--- config.mk ---
export PLATFORM = sky130hd
export DESIGN_NAME = mpc_seq_flat
export DESIGN_NICKNAME = d
export VERILOG_FILES = /design/src/rtl/mpc_pkg.sv /design/src/rtl/mpc_seq_if.sv /design/src/rtl/mpc_prog_mem.sv /design/src/rtl/mpc_seq.sv /design/src/flat_wrapper.sv
export SDC_FILE = /design/constraint.sdc
export NUM_CORES = 1
export LEC_CHECK = 0
export BUFFER_PORTS_ARGS = -buffer_cell sky130_fd_sc_hd__buf_4
export CAP_MARGIN = 20
export CORE_ASPECT_RATIO = 1.25
export CORE_MARGIN = 2
export CORE_UTILIZATION = 61
export DETAILED_ROUTE_END_ITERATION = 8
export GPL_TIMING_DRIVEN = 0
export HOLD_SLACK_MARGIN = 0.08
export PLACE_DENSITY = 0.78
export RECOVER_POWER = 100
export SETUP_SLACK_MARGIN = 0.5
export SYNTH_ARGS = -nofsm -noshare
export SYNTH_HDL_FRONTEND = slang
export SYNTH_SLANG_ARGS = --single-unit
--- constraint.sdc ---
create_clock -name clk -period 3.85 [get_ports clk]
set_input_delay 1.155 -clock clk [delete_from_list [all_inputs] [get_ports clk]]
set_output_delay 1.155 -clock clk [all_outputs]
set_load 0.1 [all_outputs]
--- src/rtl/mpc_pkg.sv ---
// Shared constants for the mpc sequencer: datapath widths, instruction fields
// and sequencer state encoding.
package mpc_pkg;

    localparam int IW    = 18;
    localparam int OW    = 9;
    localparam int DEPTH = 16;
    localparam int AW    = 4;

    localparam int OP_HI = 17;
    localparam int OP_LO = 16;
    localparam int A_HI  = 15;
    localparam int A_LO  = 8;
    localparam int B_HI  = 7;
    localparam int B_LO  = 0;

    localparam logic [1:0] S_IDLE  = 2'd0;
    localparam logic [1:0] S_RUN   = 2'd1;
    localparam logic [1:0] S_DRAIN = 2'd2;

    // Index of the final instruction for a requested length; lengths past
    // DEPTH clamp so a run never wraps the program counter.
    function automatic logic [AW-1:0] last_index(input logic [AW:0] len);
        logic [AW:0] w_eff;
        logic [AW:0] w_last;
        w_eff  = (len > (AW+1)'(DEPTH)) ? (AW+1)'(DEPTH) : len;
        w_last = w_eff - (AW+1)'(1);
        return w_last[AW-1:0];
    endfunction

endpackage

--- src/rtl/mpc_seq_if.sv ---
// Host/datapath bundle for mpc_seq: program load, run control, mpc
// instruction/result pair and the tagged result stream.
interface mpc_seq_if;
    import mpc_pkg::*;

    // Result stream: a result transfers on any rising clk edge where
    // res_valid and res_ready are both 1; res_data/res_idx hold while
    // res_valid=1 and res_ready=0, and res_valid never drops without a transfer.
    logic          wr_en;
    logic [AW-1:0] wr_addr;
    logic [IW-1:0] wr_data;
    logic          start;
    logic [AW:0]   len;
    logic [IW-1:0] instr_out;
    logic [OW-1:0] mpc_out;
    logic          res_valid;
    logic          res_ready;
    logic [OW-1:0] res_data;
    logic [AW-1:0] res_idx;
    logic          busy;
    logic          done;
    logic [AW:0]   carry_cnt;
    logic [1:0]    dbg_state;

    modport slave (
        input  wr_en, wr_addr, wr_data, start, len, mpc_out, res_ready,
        output instr_out, res_valid, res_data, res_idx, busy, done,
               carry_cnt, dbg_state
    );

    modport master (
        output wr_en, wr_addr, wr_data, start, len, mpc_out, res_ready,
        input  instr_out, res_valid, res_data, res_idx, busy, done,
               carry_cnt, dbg_state
    );

endinterface

--- src/rtl/mpc_prog_mem.sv ---
// DEPTH x IW program store: one synchronous write port, one combinational
// read port. Contents survive reset on purpose.
module mpc_prog_mem
    import mpc_pkg::*;
(
    input  logic          clk,
    input  logic          i_wr_en,
    input  logic [AW-1:0] i_wr_addr,
    input  logic [IW-1:0] i_wr_data,
    input  logic [AW-1:0] i_rd_addr,
    output logic [IW-1:0] o_rd_data
);

    logic [IW-1:0] r_mem [DEPTH];

    always_ff @(posedge clk) begin
        if (i_wr_en) begin
            r_mem[i_wr_addr] <= i_wr_data;
        end
    end

    assign o_rd_data = r_mem[i_rd_addr];

endmodule

--- src/rtl/mpc_seq.sv ---
// Sequencer: steps the program memory through an external mpc datapath and
// returns one tagged result per instruction over a valid/ready stream.
module mpc_seq
    import mpc_pkg::*;
(
    input  logic     clk,
    input  logic     reset,
    mpc_seq_if.slave bus
);

    logic [1:0]    r_state;
    logic [1:0]    w_state_nxt;
    logic [AW-1:0] r_pc;
    logic [AW-1:0] r_last;
    logic [AW-1:0] w_pc_inc;
    logic [AW-1:0] w_rd_addr;
    logic [IW-1:0] w_rd_data;
    logic [IW-1:0] r_instr;
    logic          r_res_valid;
    logic [OW-1:0] r_res_data;
    logic [AW-1:0] r_res_idx;
    logic          r_busy;
    logic          r_done;
    logic [AW:0]   r_carry;

    logic          w_adv;
    logic          w_at_last;
    logic          w_mem_we;
    logic          w_start_run;
    logic          w_start_empty;
    logic          w_capture;
    logic          w_drain_ack;

    assign w_pc_inc  = r_pc + AW'(1);
    assign w_at_last = (r_pc == r_last);

    mpc_prog_mem u_mem (
        .clk       (clk),
        .i_wr_en   (w_mem_we),
        .i_wr_addr (bus.wr_addr),
        .i_wr_data (bus.wr_data),
        .i_rd_addr (w_rd_addr),
        .o_rd_data (w_rd_data)
    );

    always_ff @(posedge clk or posedge reset) begin
        if (reset) begin
            r_state <= S_IDLE;
        end else begin
            r_state <= w_state_nxt;
        end
    end

    always_comb begin
        w_state_nxt = r_state;
        case (r_state)
            S_IDLE:  if (w_start_run)             w_state_nxt = S_RUN;
            S_RUN:   if (w_capture && w_at_last)  w_state_nxt = S_DRAIN;
            S_DRAIN: if (w_drain_ack)             w_state_nxt = S_IDLE;
            default:                              w_state_nxt = S_IDLE;
        endcase
    end

    // The read port serves mem[0] while idle (run launch) and mem[pc+1]
    // while running, so the next instruction is ready at each capture.
    always_comb begin
        w_adv         = !r_res_valid || bus.res_ready;
        w_mem_we      = 1'b0;
        w_start_run   = 1'b0;
        w_start_empty = 1'b0;
        w_capture     = 1'b0;
        w_drain_ack   = 1'b0;
        w_rd_addr     = w_pc_inc;
        case (r_state)
            S_IDLE: begin
                w_mem_we      = bus.wr_en;
                w_start_run   = bus.start && (bus.len != '0);
                w_start_empty = bus.start && (bus.len == '0);
                w_rd_addr     = '0;
            end
            S_RUN:   w_capture   = w_adv;
            S_DRAIN: w_drain_ack = r_res_valid && bus.res_ready;
            default: ;
        endcase
    end

    always_ff @(posedge clk or posedge reset) begin
        if (reset) begin
            r_pc        <= '0;
            r_last      <= '0;
            r_instr     <= '0;
            r_res_valid <= 1'b0;
            r_res_data  <= '0;
            r_res_idx   <= '0;
            r_busy      <= 1'b0;
            r_done      <= 1'b0;
            r_carry     <= '0;
        end else begin
            r_done <= 1'b0;
            if (w_start_run) begin
                r_busy  <= 1'b1;
                r_pc    <= '0;
                r_instr <= w_rd_data;
                r_carry <= '0;
                r_last  <= last_index(bus.len);
            end
            if (w_start_empty) begin
                r_done  <= 1'b1;
                r_carry <= '0;
            end
            if (w_capture) begin
                r_res_data  <= bus.mpc_out;
                r_res_idx   <= r_pc;
                r_res_valid <= 1'b1;
                if (bus.mpc_out[OW-1] && (r_carry != '1)) begin
                    r_carry <= r_carry + (AW+1)'(1);
                end
                if (w_at_last) begin
                    r_instr <= '0;
                end else begin
                    r_pc    <= w_pc_inc;
                    r_instr <= w_rd_data;
                end
            end
            if (w_drain_ack) begin
                r_res_valid <= 1'b0;
                r_busy      <= 1'b0;
                r_done      <= 1'b1;
            end
        end
    end

    assign bus.instr_out = r_instr;
    assign bus.res_valid = r_res_valid;
    assign bus.res_data  = r_res_data;
    assign bus.res_idx   = r_res_idx;
    assign bus.busy      = r_busy;
    assign bus.done      = r_done;
    assign bus.carry_cnt = r_carry;
    assign bus.dbg_state = r_state;

endmodule

--- src/flat_wrapper.sv ---
// flat-port wrapper written by rule: the top's interface ports become plain ports
module mpc_seq_flat import mpc_pkg::*;
  (clk, reset, bus_wr_en, bus_wr_addr, bus_wr_data, bus_start, bus_len, bus_mpc_out, bus_res_ready, bus_instr_out, bus_res_valid, bus_res_data, bus_res_idx, bus_busy, bus_done, bus_carry_cnt, bus_dbg_state);
  mpc_seq_if bus_i ();
  input  logic clk;
  input  logic reset;
  input wire logic [$bits(bus_i.wr_en)-1:0] bus_wr_en;
  input wire logic [$bits(bus_i.wr_addr)-1:0] bus_wr_addr;
  input wire logic [$bits(bus_i.wr_data)-1:0] bus_wr_data;
  input wire logic [$bits(bus_i.start)-1:0] bus_start;
  input wire logic [$bits(bus_i.len)-1:0] bus_len;
  input wire logic [$bits(bus_i.mpc_out)-1:0] bus_mpc_out;
  input wire logic [$bits(bus_i.res_ready)-1:0] bus_res_ready;
  output wire logic [$bits(bus_i.instr_out)-1:0] bus_instr_out;
  output wire logic [$bits(bus_i.res_valid)-1:0] bus_res_valid;
  output wire logic [$bits(bus_i.res_data)-1:0] bus_res_data;
  output wire logic [$bits(bus_i.res_idx)-1:0] bus_res_idx;
  output wire logic [$bits(bus_i.busy)-1:0] bus_busy;
  output wire logic [$bits(bus_i.done)-1:0] bus_done;
  output wire logic [$bits(bus_i.carry_cnt)-1:0] bus_carry_cnt;
  output wire logic [$bits(bus_i.dbg_state)-1:0] bus_dbg_state;
  assign bus_i.wr_en = bus_wr_en;
  assign bus_i.wr_addr = bus_wr_addr;
  assign bus_i.wr_data = bus_wr_data;
  assign bus_i.start = bus_start;
  assign bus_i.len = bus_len;
  assign bus_i.mpc_out = bus_mpc_out;
  assign bus_i.res_ready = bus_res_ready;
  assign bus_instr_out = bus_i.instr_out;
  assign bus_res_valid = bus_i.res_valid;
  assign bus_res_data = bus_i.res_data;
  assign bus_res_idx = bus_i.res_idx;
  assign bus_busy = bus_i.busy;
  assign bus_done = bus_i.done;
  assign bus_carry_cnt = bus_i.carry_cnt;
  assign bus_dbg_state = bus_i.dbg_state;
  mpc_seq u_core (.clk(clk), .reset(reset), .bus(bus_i));
endmodule
==> results.py, run 1 <==
metrics = {
    "clock_tree": {
        "cts_resized": 0,
        "insertion_delay_ps": 570,
        "numCtsBuffers": 30,
        "holdBufCountCts": 0,
        "cts_tree": "yes",
        "cts_setup_buffers": 0,
        "cts_buffer_depth": 3,
        "clock-sinks": 337,
        "root_buffer": "clkbuf_16",
        "htree_num_levels": 1,
        "clkTransAtPathRegs_ps": 70,
    },
    "die": {
        "die_h_um": 173,
        "die_area_mm2": 0.0241,
        "initial_core_util": 0.623,
        "num_rows": 61,
        "pin_count": 82,
        "core-area_mm2": 0.0224,
        "chipWidth_um": 139,
    },
    "setup_path": {
        "reg2reg_to": "u_core.bus.instr_out[2]",
        "crit_path_end_kind": "flip-flop",
        "cp_slowest_stage_delay_ps": 630,
        "r2r-start": "u_core.bus.dbg_state[1]",
        "rrSetupSlack_ps": 410,
        "crit_path_start_kind": "flip-flop",
        "crit_path_cell_trace": "clkbuf_1, or2_0, clkbuf_1, nand2_1, clkbuf_1, o2111ai_1, o211ai_1",
        "crit_arrival_ps": 3850,
        "critPathKind": "flip-flop to flip-flop",
        "crit_required_ps": 4260,
        "timing.critical_path.mode_cell": "clkbuf_1",
        "r2r_cells": 7,
        "crit_slowest_cell": "clkbuf_1",
        "crit_fanout": 10,
    },
    "routing": {
        "drtAntennaViolNets": 0,
        "vias": 9165,
        "drc": 0,
        "route.detailed.wl_per_inst_um": 26.5,
        "dr.pass1.iters": 5,
        "viasPerCell": 6.72,
        "dr.first_iter.drc_count": 1109,
        "wl_um": 36100,
    },
    "pwr": {
        "total_power_mw": 14.1,
        "ir_worst_vdd_mv": 0.651,
        "p_per_area_mw_per_mm2": 878,
        "leakagePower_nw": 5.56,
    },
    "timing": {
        "slew_headroom": 0.185,
        "finalCritPeriodShare": 0.894,
        "worst_pin_slew_ps": 1230,
        "rsz0062_at_grt": "no",
        "tns_ps": 0,
        "timing.fmax_mhz": 291,
        "drv_slew": 0,
        "fin_skew_ps": 15.0,
        "final_hold_viol_count": 0,
        "layout_min_cycle_time_ps": 3440,
        "setup_viol_count_final": 0,
    },
    "cells_and_area": {
        "drive_gt1_frac": 0.137,
        "fin_nets": 1102,
        "antenna_cells": 0,
        "final_core_util": 0.716,
        "syn_to_final_growth_pct": 15.0,
        "fill_cells": 1492,
        "register_area_mm2": 0.00987,
        "multi_input_area_mm2": 0.00365,
    },
    "yosys": {
        "async_flop_share": 0.145,
        "ys_types": 62,
        "yosysTopAreaCell": "edfxtp_1",
        "synth_enable_flop_cells": 288,
        "synth_cells": 927,
        "yosysSeqAreaShare": 0.709,
        "synth.net_count": 972,
        "avgSynthCellArea_um2": 15.0,
        "yosysWarnings": 0,
        "synth_commonest_cells": "edfxtp_1 (288), nand2_1 (109), o2bb2ai_1 (52)",
        "syn_area_mm2": 0.0139,
        "ys_ff_latch": 337,
        "synthTopCellsByArea": "edfxtp_1 (62%), dfrtp_1 (8.8%), o2bb2ai_1 (3.3%)",
        "synthFlopType": "edfxtp_1",
        "yosys.cell_count.top_type": "edfxtp_1",
        "synth_top_area_frac": 0.621,
    },
    "min_path": {
        "hold_path_class": "flip-flop to flip-flop",
        "hold_end": "u_core.bus.res_data[1]",
        "hp-start": "u_core.bus.res_data[1]",
        "min_path_cells": 2,
    },
    "global_route": {
        "grt_max_degree": 36,
        "grt_pass1_wl_um": 54200,
        "grt.total_usage": 0.298,
        "overflow": 0,
        "antenna_found_initial": 0,
        "grt_pass1_vias": 9181,
    },
    "place": {
        "hpwl_um": 24400,
        "globalplace.congestion": 0.853,
        "port_buffers": 81,
    },
    "run_status": {
        "status": "finished clean",
    },
    "run": {
        "cap_viol_max_count": 0,
    },
}
-- worst max path at each step --
stage	startpoint	endpoint	slack, ps
final	u_core.bus.dbg_state[1]	u_core.bus.instr_out[2]	410
after detailed placement	bus_len[2]	u_core.bus.instr_out[1]	820
after global placement	bus_wr_addr[1]	u_core.u_mem.r_mem[4][4]	1
after CTS	u_core.bus.dbg_state[1]	u_core.u_mem.r_mem[2][1]	810
after floorplan	u_core.bus.dbg_state[1]	u_core.u_mem.r_mem[4][0]	640
after global routing	u_core.bus.dbg_state[1]	u_core.bus.instr_out[2]	370
-- final cells by class --
class / count / area share
Timing Repair Buffer: 98 / 0.0429
Multi-Input combinational cell: 509 / 0.228
Sequential cell: 337 / 0.616
Clock inverter: 20 / 0.0164
Tap cell: 283 / 0.0221
Clock buffer: 36 / 0.0496
Buffer: 72 / 0.0223
Inverter: 9 / 0.00211
-- registers in the layout (all words and copies together) (netlist names), 2 cells and up --
signal,flops
u_core.r_last,4
u_core.bus.dbg_state,2
u_core.u_mem.r_mem,288
u_core.r_pc,4
u_core.bus.res_data,9
u_core.bus.carry_cnt,5
u_core.bus.instr_out,18
u_core.bus.res_idx,4
-- where the power goes --
part / total, mW / internal (mW) / switching, mW
clock network: 3.20 / 1.88 / 1.32
logic: 6.45 / 1.77 / 4.68
registers: 4.42 / 4.25 / 0.169
-- through the flow --
step | hold WS (ps) | cell area, um2 | cells | worst slack (ps)
6_report | 476 | 16000 | 1364 | 410
5_1_grt | 508 | 16000 | 1364 | 373
4_1_cts | 481 | 16300 | 1364 | 807
3_5_place_dp | 465 | 15300 | 1308 | 817
3_3_place_gp | 461 | 14900 | 1291 | 1.33
2_1_floorplan | 474 | 13900 | 927 | 640
-- cell usage in the layout, fill, tap and decap left out, types with 22 or more instances in the layout --
cell,Yosys,layout
a21oi_1,22,22
buf_4,6,26
o2bb2ai_1,52,52
clkbuf_16,0,31
clkbuf_1,35,103
nand3_1,24,24
dfrtp_1,49,49
edfxtp_1,288,288
o21ai_0,20,25
nand2_1,109,110
-- cell families after synthesis --
logic type	after synthesis	synth area share
buffers and inverters	81	0.0291
AOI/OAI and AO/OA	224	0.130
muxes	22	0.0318
adders and majority gates	4	0.00359
DFF	337	0.709
and+or+nand+nor	250	0.0906
xor gates and xnor gates	9	0.00566
-- critical path: cells and delay by family (launching register included) --
kind	cells	cell delay (ps)
simple gates	2	770
compound gates	2	600
buf+inv	3	1560
flops	1	350
-- per-layer routing --
metal  routed length [um]  track usage  vias up
li1                     -            -     3964
met1                12900        0.388     4546
met2                18500        0.504      546
met3                 3290       0.0510      109
met4                 1430        0.122        0
met5                    0            0        -
No activity file was read; power rests on OpenSTA's default activity.
==> inputs of run 2 (changes only) <==
Clock period 3.85 ns to 3.35 ns, I/O delays scaled along.
==> run 2 against run 1 <==
Worst setup slack worse by 160 ps. Clock power up 12%. Clock skew up 13 ps. Via count up 1.8%. Largest cell class unchanged. Hold slack worse by 4.3 ps. Register-to-register slack worse by 160 ps.
==> results.py, run 2 (synthesis results as in run 1) <==
metrics = {
    "timing": {
        "rsz0062_at_grt": "yes",
        "fin_skew_ps": 28.1,
        "finalCritPeriodShare": 0.926,
        "drv_slew": 0,
        "layout_min_cycle_time_ps": 3100,
        "setup_viol_count_final": 0,
        "worst_pin_slew_ps": 1210,
        "slew_headroom": 0.197,
        "timing.final.ws_setup_ps": 249,
        "final_hold_viol_count": 0,
        "timing.fmax_mhz": 322,
    },
    "place": {
        "post-place-ws_ps": 173,
        "port_buffers": 81,
        "hpwl_um": 24400,
        "globalplace.congestion": 0.850,
        "placed_area_mm2": 0.0152,
    },
    "cells_and_area": {
        "final_cell_mix": "edfxtp_1 (288), nand2_1 (109), clkbuf_1 (100)",
        "layout_commonest_cell": "edfxtp_1",
        "fin_nets": 1111,
        "drive_gt1_frac": 0.149,
        "fill_cells": 1479,
        "largest_reg_flops": 288,
        "antenna_cells": 0,
        "fin_area_mm2": 0.0160,
        "syn_to_final_growth_pct": 15.1,
        "regMostFlops": "u_core.u_mem.r_mem",
        "final_core_util": 0.717,
    },
    "routing": {
        "vias": 9334,
        "wl_met2_um": 18900,
        "top_layer": "met4",
        "wl_met1_um": 13300,
        "drtAntennaViolNets": 0,
        "viasPerCell": 6.80,
        "dr.pass1.iters": 6,
        "dr.first_iter.drc_count": 1359,
        "drc": 0,
        "route.detailed.wl_per_inst_um": 27.2,
        "met3_length_um": 3580,
        "wl_um": 37300,
    },
    "setup_path": {
        "crit_arrival_ps": 3320,
        "critPathKind": "flip-flop to flip-flop",
        "crit_path_end_kind": "flip-flop",
        "crit_path_start_kind": "flip-flop",
        "crit_fanout": 15,
        "crit_required_ps": 3570,
    },
    "min_path": {
        "hold_path_class": "flip-flop to flip-flop",
    },
    "clock_tree": {
        "clkTransAtPathRegs_ps": 60,
        "numCtsBuffers": 34,
        "root_buffer": "clkbuf_16",
        "cts_buffer_depth": 3,
        "insertion_delay_ps": 520,
        "htree_num_levels": 2,
        "cts_tree": "yes",
        "clock-sinks": 337,
    },
    "global_route": {
        "overflow": 0,
        "grt_max_degree": 36,
        "grt_pass1_vias": 9699,
        "antenna_found_initial": 0,
        "grt_pass1_wl_um": 56300,
        "grt.total_usage": 0.310,
    },
    "pwr": {
        "swShare": 0.445,
        "total_power_mw": 16.2,
        "ir_worst_vdd_mv": 0.860,
        "leakagePower_nw": 5.59,
        "p_comb_frac": 0.464,
        "power_switching_mw": 7.21,
        "seqPwrFrac": 0.314,
        "clockPowerShare": 0.222,
        "p_int_mw": 9.00,
        "p_per_area_mw_per_mm2": 1010,
    },
    "die": {
        "pin_count": 82,
        "die_h_um": 173,
        "core-area_mm2": 0.0224,
        "num_rows": 61,
        "chipWidth_um": 139,
        "initial_core_util": 0.623,
        "die_area_mm2": 0.0241,
    },
    "run": {
        "cap_viol_max_count": 0,
    },
    "run_status": {
        "status": "finished clean",
    },
}
==> run 2: cell count changes in the layout (fill, tap and decap cells not counted), sizes merged <==
cell      previous run  this run
clkbuf             137       145
clkinv              12        17
bufinv               6         2
inv                  9        11
buf                 69        68
clkinvlp             2         1
==> run 2: repair_timing <==
item,4_1_cts,5_1_grt
setup endpoints to repair,106,142
hold buffers,0,0
resized for setup,4,12
pin swaps,1,5
buffers inserted,1,8
==> run 2: per-layer routing <==
layer | vias up | track usage
li1 | 3985 | -
met1 | 4581 | 0.400
met2 | 639 | 0.529
met3 | 129 | 0.0496
met4 | 0 | 0.131
met5 | - | 0
==> run 2: stage by stage <==
stage,setup TNS [ps],hold slack (ps),cells
final,0,471,1373
after global routing,0,496,1373
after CTS,0,479,1365
after detailed placement,0,465,1304
after global placement,-34810,460,1291
after floorplan,0,474,927
==> run 2: worst paths after layout <==
check	start	to	slack [ps]	cells after the start
max	u_core.bus.dbg_state[1]	u_core.u_mem.r_mem[6][5]	250	9
min	u_core.bus.res_data[6]	u_core.bus.res_data[6]	470	2
max reg2reg	u_core.bus.dbg_state[1]	u_core.u_mem.r_mem[6][5]	250	9
min reg2reg	u_core.bus.res_data[6]	u_core.bus.res_data[6]	470	2
max in group asynchronous	reset	u_core.bus.dbg_state[0]	2000	3
min in group asynchronous	reset	u_core.bus.instr_out[17]	650	2
==> run 2: final cells by class <==
class | count | area (um2) | share of cell area
timing repair buffer | 103 | 678 | 0.0423
tap | 283 | 354 | 0.0221
buffer | 72 | 370 | 0.0231
clock buffer | 38 | 887 | 0.0553
sequential | 337 | 9880 | 0.616
inverter | 9 | 33.8 | 0.00211
multi-input combinational | 509 | 3670 | 0.229
clock inverter | 22 | 158 | 0.00984
==> run 2: power by group through the flow <==
stage / combinational (mW) / sequential (mW) / clock [mW]
after global placement: 7.33 / 5.16 / 0
final: 7.52 / 5.09 / 3.60
after floorplan: 3.81 / 6.60 / 0
after detailed placement: 7.51 / 5.17 / 0
after CTS: 7.60 / 5.09 / 3.61
after global routing: 7.88 / 5.12 / 3.78
==> run 2: critical path, stage by stage, from the launching register on <==
cell      delay (ps)
dfrtp_2          400
clkbuf_1         280
nor2_4           300
buf_6            210
buf_4            220
buf_4            280
nand4b_1         140
buf_4            180
nor2_1           530
buf_16           240
==> inputs of run 3 (changes only) <==
Settings changed: CORE_UTILIZATION 61 to 60, PLACE_DENSITY 0.78 to 0.77.
==> run 3 against run 2 <==
Sequential cell count unchanged. Wire length decreased by 1.7%. Die area increased by 1.6%. Combinational power about the same. Clock-buffer cell count decreased by 4. Critical endpoint is now u_core.u_mem.r_mem[9][4]. Final cell count increased by 0.80%. Worst setup slack got worse by 11 ps. Global-route usage decreased by 1.2 points. Hold slack improved by 1.4 ps. Register-to-register slack about the same.
==> results.py, run 3 (synthesis results as in run 1) <==
metrics = {
    "clock_tree": {
        "numCtsBuffers": 31,
        "clkTransAtPathRegs_ps": 60,
        "root_buffer": "clkbuf_16",
        "cts_tree": "yes",
        "htree_num_levels": 1,
        "insertion_delay_ps": 560,
        "cts_buffer_depth": 3,
        "holdBufCountCts": 0,
        "clock-sinks": 337,
    },
    "cells_and_area": {
        "regMostFlops": "u_core.u_mem.r_mem",
        "layout_commonest_cell": "edfxtp_1",
        "final_core_util": 0.703,
        "fin_nets": 1116,
        "fill_cells": 1512,
        "syn_to_final_growth_pct": 15.5,
        "antenna_cells": 0,
        "largest_reg_flops": 288,
        "drive_gt1_frac": 0.166,
        "final_cell_mix": "edfxtp_1 (288), nand2_1 (109), clkbuf_1 (95)",
    },
    "timing": {
        "drv_slew": 0,
        "worst_pin_slew_ps": 1190,
        "finalCritPeriodShare": 0.929,
        "whs_ps": 473,
        "layout_min_cycle_time_ps": 3110,
        "tns_ps": 0,
        "final_hold_viol_count": 0,
        "timing.fmax_mhz": 321,
        "rsz0062_at_grt": "yes",
        "slew_headroom": 0.208,
        "setup_viol_count_final": 0,
        "fin_skew_ps": 8.88,
    },
    "die": {
        "chipWidth_um": 140,
        "initial_core_util": 0.609,
        "pin_count": 82,
        "core-area_mm2": 0.0229,
        "die_h_um": 174,
        "die_area_mm2": 0.0245,
        "num_rows": 62,
    },
    "run_status": {
        "status": "finished clean",
    },
    "place": {
        "port_buffers": 81,
        "hpwl_um": 24500,
        "globalplace.congestion": 0.919,
    },
    "global_route": {
        "grt_max_degree": 35,
        "grt_pass1_vias": 9364,
        "grt_pass1_wl_um": 54500,
        "overflow": 0,
        "antenna_found_initial": 0,
        "grt.total_usage": 0.298,
    },
    "routing": {
        "drtAntennaViolNets": 0,
        "drc": 0,
        "viasPerCell": 6.70,
        "vias": 9266,
        "dr.first_iter.drc_count": 1250,
        "dr.pass1.iters": 7,
        "wl_um": 36700,
        "route.detailed.wl_per_inst_um": 26.5,
    },
    "min_path": {
        "hold_path_class": "flip-flop to flip-flop",
    },
    "pwr": {
        "total_power_mw": 16.0,
        "ir_worst_vdd_mv": 0.642,
        "leakagePower_nw": 5.64,
        "p_per_area_mw_per_mm2": 995,
    },
    "run": {
        "cap_viol_max_count": 0,
    },
    "setup_path": {
        "crit_path_end_kind": "flip-flop",
        "crit_fanout": 10,
        "crit_arrival_ps": 3380,
        "crit_path_start_kind": "flip-flop",
        "crit_required_ps": 3620,
        "critPathKind": "flip-flop to flip-flop",
    },
}
-- run 3: worst max-delay path, stage by stage (launching register included) --
cell	delay [ps]
dfrtp_2	400
clkbuf_1	320
nor2_4	310
buf_6	210
buf_4	220
buf_4	270
nand4b_1	130
clkbuf_1	280
nor2_1	410
buf_4	260
-- run 3: power by group --
part	internal, mW	total, mW	leakage, nW	switching [mW]
combinational	2.09	7.49	1.94	5.40
clock	1.92	3.43	0.499	1.51
sequential	4.88	5.09	3.20	0.206
total	8.89	16.0	5.64	7.11
-- run 3: layout make-up --
class,count,area [um2],area share
clock inverter,24,193,0.0120
inverter,9,33.8,0.00210
sequential,337,9880,0.614
buffer,72,368,0.0229
clock buffer,34,787,0.0489
multi-input combinational,509,3700,0.230
tap,288,360,0.0224
timing repair buffer,111,767,0.0477
-- run 3: per-layer routing --
layer | routed length, um | GRT usage | vias to the layer above | share of wire
met2 | 18500 | 0.520 | 609 | 0.50
met5 | 0 | 0 | - | 0
met3 | 3470 | 0.0449 | 129 | 0.095
li1 | - | - | 3982 | -
met1 | 12900 | 0.370 | 4546 | 0.35
met4 | 1760 | 0.133 | 0 | 0.048
-- run 3: metrics by stage --
stage | instance area [um2] | setup WS (ps) | std cells
6_report | 16100 | 238 | 1384
5_1_grt | 16100 | 239 | 1384
4_1_cts | 16300 | 411 | 1377
3_5_place_dp | 15200 | 195 | 1308
3_3_place_gp | 14900 | -310 | 1296
2_1_floorplan | 14000 | 518 | 927
-- run 3: worst paths after layout --
| path | from | endpoint | slack (ps) | cells past startpoint |
|---|---|---|---|---|
| max | u_core.bus.dbg_state[1] | u_core.u_mem.r_mem[9][4] | 240 | 9 |
| min | u_core.bus.res_data[8] | u_core.bus.res_data[8] | 470 | 2 |
| max reg2reg | u_core.bus.dbg_state[1] | u_core.u_mem.r_mem[9][4] | 240 | 9 |
| min reg2reg | u_core.bus.res_data[8] | u_core.bus.res_data[8] | 470 | 2 |
| max in group asynchronous | reset | u_core.bus.dbg_state[0] | 2010 | 3 |
| min in group asynchronous | reset | u_core.bus.instr_out[3] | 650 | 2 |
-- run 3: repair_timing --
item / in CTS / in global routing
buffers inserted: 11 / 7
resized for setup: 8 / 11
pin swaps: 5 / 6
setup endpoints to repair: 158 / 156
